`src/rtl/demux2_route.sv`:
```
// Two-way demultiplexer feeding two independent 2-entry FIFOs, one per output channel.
// Define DEMUX2_ROUTE_CNT_EN to add the per-channel accepted-byte counters cnt0/cnt1.
module demux2_route #(
  parameter int WIDTH = 8
) (
  input  logic             clk,
  input  logic             rst_n,
  input  logic [WIDTH-1:0] in_data,
  input  logic             in_sel,
  input  logic             in_valid,
  output logic             in_ready,
  output logic [WIDTH-1:0] out0_data,
  output logic             out0_valid,
  input  logic             out0_ready,
  output logic [WIDTH-1:0] out1_data,
  output logic             out1_valid,
  input  logic             out1_ready
`ifdef DEMUX2_ROUTE_CNT_EN
  ,
  output logic [7:0]       cnt0,
  output logic [7:0]       cnt1
`endif
);

  logic [WIDTH-1:0] mem [2][2];
  logic [1:0]       occ [2];
  logic [1:0]       wr_ptr;
  logic [1:0]       rd_ptr;
  logic [1:0]       full;
  logic [1:0]       push;
  logic [1:0]       pop;

  assign full[0] = (occ[0] == 2'd2);
  assign full[1] = (occ[1] == 2'd2);

  // Readiness looks only at the selected channel, so a full channel never stalls the other.
  assign in_ready = rst_n & (in_sel ? ~full[1] : ~full[0]);

  assign push[0] = in_valid & in_ready & ~in_sel;
  assign push[1] = in_valid & in_ready &  in_sel;
  assign pop[0]  = (occ[0] != 2'd0) & out0_ready;
  assign pop[1]  = (occ[1] != 2'd0) & out1_ready;

  assign out0_valid = (occ[0] != 2'd0);
  assign out1_valid = (occ[1] != 2'd0);
  assign out0_data  = mem[0][rd_ptr[0]];
  assign out1_data  = mem[1][rd_ptr[1]];

  // NOTE: sequential state uses non-blocking assignments so every register samples pre-edge values.
  always_ff @(posedge clk) begin
    if (!rst_n) begin
      wr_ptr <= 2'b00;
      rd_ptr <= 2'b00;
      for (int c = 0; c < 2; c++) begin
        occ[c] <= 2'd0;
        // NOTE: storage is cleared on reset so the data outputs read zero while empty after reset.
        mem[c][0] <= '0;
        mem[c][1] <= '0;
      end
    end else begin
      for (int c = 0; c < 2; c++) begin
        if (push[c]) begin
          mem[c][wr_ptr[c]] <= in_data;
          wr_ptr[c]         <= ~wr_ptr[c];
        end
        if (pop[c]) begin
          rd_ptr[c] <= ~rd_ptr[c];
        end
        case ({push[c], pop[c]})
          2'b10:   occ[c] <= occ[c] + 2'd1;
          2'b01:   occ[c] <= occ[c] - 2'd1;
          default: occ[c] <= occ[c];
        endcase
      end
    end
  end

`ifdef DEMUX2_ROUTE_CNT_EN
  always_ff @(posedge clk) begin
    if (!rst_n) begin
      cnt0 <= 8'd0;
      cnt1 <= 8'd0;
    end else begin
      if (push[0]) cnt0 <= cnt0 + 8'd1;
      if (push[1]) cnt1 <= cnt1 + 8'd1;
    end
  end
`endif

endmodule

```
`config.mk`:
```
export PLATFORM = sky130hd
export DESIGN_NAME = demux2_route
export DESIGN_NICKNAME = d
export VERILOG_FILES = /design/src/rtl/demux2_route.sv
export SDC_FILE = /design/constraint.sdc
export NUM_CORES = 1
export LEC_CHECK = 0
export CAP_MARGIN = 5
export CELL_PAD_IN_SITES_DETAIL_PLACEMENT = 0
export CELL_PAD_IN_SITES_GLOBAL_PLACEMENT = 1
export CORE_MARGIN = 2
export CORE_UTILIZATION = 35
export CTS_BUF_LIST = sky130_fd_sc_hd__clkbuf_8
export DETAILED_ROUTE_END_ITERATION = 7
export PLACE_DENSITY_LB_ADDON = 0.3
export SLEW_MARGIN = 20
export SYNTH_ARGS = -nofsm -noshare
export SYNTH_HDL_FRONTEND = slang
export SYNTH_SLANG_ARGS = --single-unit
```
`constraint.sdc`:
```
create_clock -name clk -period 2.2 [get_ports clk]
set_input_delay 0.55 -clock clk [delete_from_list [all_inputs] [get_ports clk]]
set_output_delay 0.55 -clock clk [all_outputs]
set_load 0.02 [all_outputs]
```
# [Word level (Yosys, flattened, before mapping)]
# Memory sizes are Yosys's and may differ from the RTL's.
# Cells that the tools add are included.
[word_totals] out_inout_bits=19 ramBits=36 input_bits=14 reg_bits=4 n_memories=2
[memory_table] name="mem" depth=2 word_bits=16 rd=2 rd_clocked_by_memory_dff=0 wr=2 line="25" text="logic [WIDTH-1:0] mem [2][2];"
[memory_table] name="occ" depth=2 word_bits=2 rd=2 rd_clocked_by_memory_dff=0 wr=2 line="26" text="logic [1:0] occ [2];"
[op_classes] n_mux=74 n_eq_ne=6 magnitude_cmp=6 bitwise=55 n_reduce_logical=6 add_sub_neg=4
[op_table] cell="$mux 8" count=8
[op_table] cell="$mux 1" count=56
[op_table] cell="$or 1x1->1" count=38
[op_table] cell="$mux 16" count=2
[op_table] cell="$demux 8 s1" count=2
[op_table] cell="$mux 2" count=6
[op_table] cell="$eq 2x2->1 const B" count=4
[op_table] cell="$ge 2x2->1 const B" count=4
[op_table] cell="$not 1->2" count=4
[op_table] cell="$not 1->1" count=7
[op_table] cell="$and 1x1->1" count=6
[op_table] cell="$add 2x1->2 const B" count=2
[op_table] cell="$eq 2x1->1 const B" count=2
[op_table] cell="$lt 2x1->1 const B" count=2
[op_table] cell="$reduce_bool 2->1" count=2
[op_table] cell="$reduce_or 2->1" count=2
[op_table] cell="$sub 2x1->2 const B" count=2
[op_table] cell="$logic_and 1x1->1" count=2

# [Longest topological paths before layout]
[logic_depth] word_depth=13 ltp_mapped=8 ltp_nobuf=8

# [Least setup slack after synthesis]
# Ideal clock, no wire load.
[synth_timing] path_kind="register -> register" startpoint="memory occ[0][1]" endpoint="memory occ[1][1] (data pin)" period_less_slack_ns=2.060 arrival_time_ns=1.785 t_required_ns=1.925 path_slack_ns=0.140 path_stages_with_launch=7 setup_ns=0.275 cell_sequence="edfxtp_1 and2b_1 nor3_1 inv_1 ha_1 o41ai_1 o22ai_1"
[synth_rtl] element="start: declaration" line="26"

==> impl_metrics.tcl <==
set metrics [dict create \
    run_status "finished, final reports clean" \
    number_of_global_route_vias_before_repair 1338 \
    drt.antenna.violating_nets 0 \
    synth_seq_area_share_pct 58.9 \
    post-route-min-period_ps 2110 \
    place_hpwl_um 2820 \
    netlist_area_before_placement_sq_mm 0.00197 \
    area.sequential_sq_mm 0.00116 \
    postLayoutCellArea_sq_mm 0.00265 \
    required_time_at_the_worst_slack_endpoint_ps 1650 \
    final_critical_path_setup_slack_ps 87.5 \
    clk-insertion-delay-late_ps 290 \
    final_hold_vio_count 0 \
    number_of_warnings_issued_by_yosys 0 \
    holdWs_ps 557 \
    synth_compound_area_share_pct 3.24 \
    place_area_sq_mm 0.00254 \
    power.density_mw_per_mm2 726 \
    drc_viols 0 \
    worst_slew_pin_slew_ps 358 \
    critPathLaunchType "flop" \
    cts.root.buffer_cell "sky130_fd_sc_hd__clkbuf_8" \
    final_net_count 224 \
    fin_total_pwr_mw 1.92 \
    fin_skew_ps 2.48 \
    peak_supply_drop_mv 0.353 \
    worstSetupEndpointType "output port" \
    initial_utilization_pct 36.0 \
    cts.sinks 40 \
    finalCritPeriodShare_pct 96.0 \
    synthXorXnorAreaFrac_pct 1.33 \
    rows 27 \
    fp.coreArea_sq_mm 0.00547 \
    cpMostUsedCell "sky130_fd_sc_hd__inv_1" \
    floorplan.die.width_um 79.1 \
    final_number_of_setup_violating_endpoints 0 \
    post_synthesis_cell_count 148 \
    worst-setup-path-type "reg -> out" \
    max-clock-path-buffers 2 \
    number_of_flip_flops_and_latches_in_the_synthesized_netlist 40 \
    synth-edff-count 36 \
    max_cap_violations 0 \
    synth.most_common_cell "sky130_fd_sc_hd__edfxtp_1" \
    post_route_cells_drive_above_1_share_pct 26.3 \
    net_count_synth 168 \
    antenna_found_initial 0 \
    fillerInstances 512 \
    postCtsHoldBufs 0 \
    fraction_of_synthesized_area_in_multiplexers_pct 9.14 \
    final_core_util_pct 48.4 \
    synth.cells.most_frequent "36 x sky130_fd_sc_hd__edfxtp_1, 19 x sky130_fd_sc_hd__and2_1, 16 x sky130_fd_sc_hd__and3_1, 16 x sky130_fd_sc_hd__mux2_2" \
    netlist.top_cell.by_area "sky130_fd_sc_hd__edfxtp_1" \
    synth_top_family_by_area "simple AND/OR/NAND/NOR gates" \
    num_io_pins 33 \
    portBuffers 32 \
    min-delay-path-class "reg -> reg" \
    leakagePower_nw 1.17 \
    crit_path_top_delay_cell "sky130_fd_sc_hd__clkdlybuf4s50_1" \
    critical_path_buffers_and_inverters 3 \
    grt_start_max_net_pins 18 \
    ctsHtreeMaxLevel 2 \
    cts_tree "built" \
    layout_area_growth_over_synthesis_pct 34.3 \
    critical_path.max_stage_delay_ps 590 \
    gr-usage-all-layers_pct 13.6 \
    synth_simple_gate_area_share_pct 20.4 \
    final_max_slew_viol_count 0 \
    post_synth.cell_area_avg_sq_um 13.3 \
    finalWeightedCongestion 0.745 \
    die-height_um 79.1 \
    via_density 4.65 \
    die-area_sq_mm 0.00625 \
    path_cells "inv_1, ha_1, inv_1, clkdlybuf4s50_1" \
    timing.max_slew.rel_slack_pct 75.8 \
    routed_wl_um 3860 \
    synthTopCellsByArea "sky130_fd_sc_hd__edfxtp_1 55%, sky130_fd_sc_hd__mux2_2 9.1%, sky130_fd_sc_hd__and2_1 6.0%" \
    route.detailed.wl_per_inst_um 13.9 \
    adder_cell_share_of_the_synthesized_area_pct 3.81 \
    multiInputGateArea_sq_um 761 \
    synthArstFlopShare_pct 0 \
    place_ws_ps -423 \
    vias 1289 \
    fmaxAchievable_mhz 473 \
    antennaDiodeCount 0 \
    ys_types 30 \
    detail_route.iter0.violations 72 \
    critical_path.max_fanout 2 \
    cp_top_family "buffers and inverters" \
    first_pass_iters 4 \
    rsz0062_at_grt "no" \
    crit_arrival_ps 1560 \
    worst_setup_hold_path_clk_slew_ps 70 \
    synth_flop_cell "sky130_fd_sc_hd__edfxtp_1" \
    synthDominantCellAreaShare_pct 54.8 \
    first_pass_grt_wire_length_um 6420 \
    grt_overflow_total 0 \
    tritoncts_buffers 5 \
]
worst paths after layout:
check | from | to | slack (ps) | cells past startpoint
hold / removal | wr_ptr[0] | wr_ptr[0] | 560 | 2
setup reg to reg | occ[0][0] | occ[1][1] | 220 | 7
hold reg to reg | wr_ptr[0] | wr_ptr[0] | 560 | 2
setup / recovery | occ[1][0] | out1_valid | 90 | 4
layer usage:
layer | vias up | global-route usage [%] | part of all wire, %
met4 | 0 | 6.38 | 3.6
met1 | 610 | 15.0 | 42
li1 | 639 | - | -
met3 | 9 | 3.07 | 3.8
met5 | - | 0 | 0
met2 | 31 | 24.7 | 51
cell type report:
class                   instances  area share (%)
inverters                       9            1.32
clock inverters                 3            1.46
well taps                      72            3.40
clock buffers                   5            2.60
multi-input cells              94            28.7
flip-flops and latches         40            43.8
repair buffers                 54            18.7
logic make-up (layout without fill, tap and decap cells):
group,count (synthesis),count (layout)
AOI/OAI and AO/OA,10,10
xor gates and xnor gates,3,3
adders and majority gates,6,6
buffers and inverters,14,71
DFF,40,40
muxes,16,16
and+or+nand+nor,59,59
metrics by stage:
stage	TNS [ps]	instances
floorplan	0	148
CTS	0	277
finish	0	277
global placement	-3800	269
global route	0	277
detailed placement	-5120	269
where the power goes:
part	leakage (nW)	switching (mW)	internal (mW)	total [mW]
registers	0.407	0.0263	0.885	0.912
logic	0.709	0.217	0.214	0.431
clock network	0.0593	0.248	0.332	0.580
state kept, by name (all words and copies together) (netlist names):
signal / flops
mem: 32
occ: 4
rd_ptr: 2
wr_ptr: 2
cells in the final DEF (no fill, tap or decap), types with 2 or more instances in the layout:
cell	synthesis	final
sky130_fd_sc_hd__nor2_1	8	8
sky130_fd_sc_hd__clkinv_2	1	2
sky130_fd_sc_hd__buf_12	0	2
sky130_fd_sc_hd__mux2_2	16	16
sky130_fd_sc_hd__and3_1	16	16
sky130_fd_sc_hd__nand2b_1	3	3
sky130_fd_sc_hd__edfxtp_1	36	36
sky130_fd_sc_hd__buf_4	0	19
sky130_fd_sc_hd__clkdlybuf4s50_1	0	11
sky130_fd_sc_hd__inv_1	8	9
sky130_fd_sc_hd__dlygate4sd2_1	0	19
sky130_fd_sc_hd__nor2b_1	2	2
sky130_fd_sc_hd__and2_1	19	19
sky130_fd_sc_hd__o21a_1	2	2
sky130_fd_sc_hd__or2b_1	2	2
sky130_fd_sc_hd__o21ai_0	5	5
sky130_fd_sc_hd__clkbuf_8	0	5
sky130_fd_sc_hd__ha_1	6	6
sky130_fd_sc_hd__dfxtp_1	4	4
sky130_fd_sc_hd__xnor2_1	2	2
what timing repair did:
item / in CTS / in global routing
endpoints found under the setup margin: 22 / 1
resized for setup: 25 / 1
buffers inserted: 0 / 0
tightest hold or removal path: stages (launching register included):
cell,delay (ps)
sky130_fd_sc_hd__dfxtp_1,350
sky130_fd_sc_hd__o311ai_0,100
sky130_fd_sc_hd__nand2b_1,60
(Power assumes the default switching activity.)
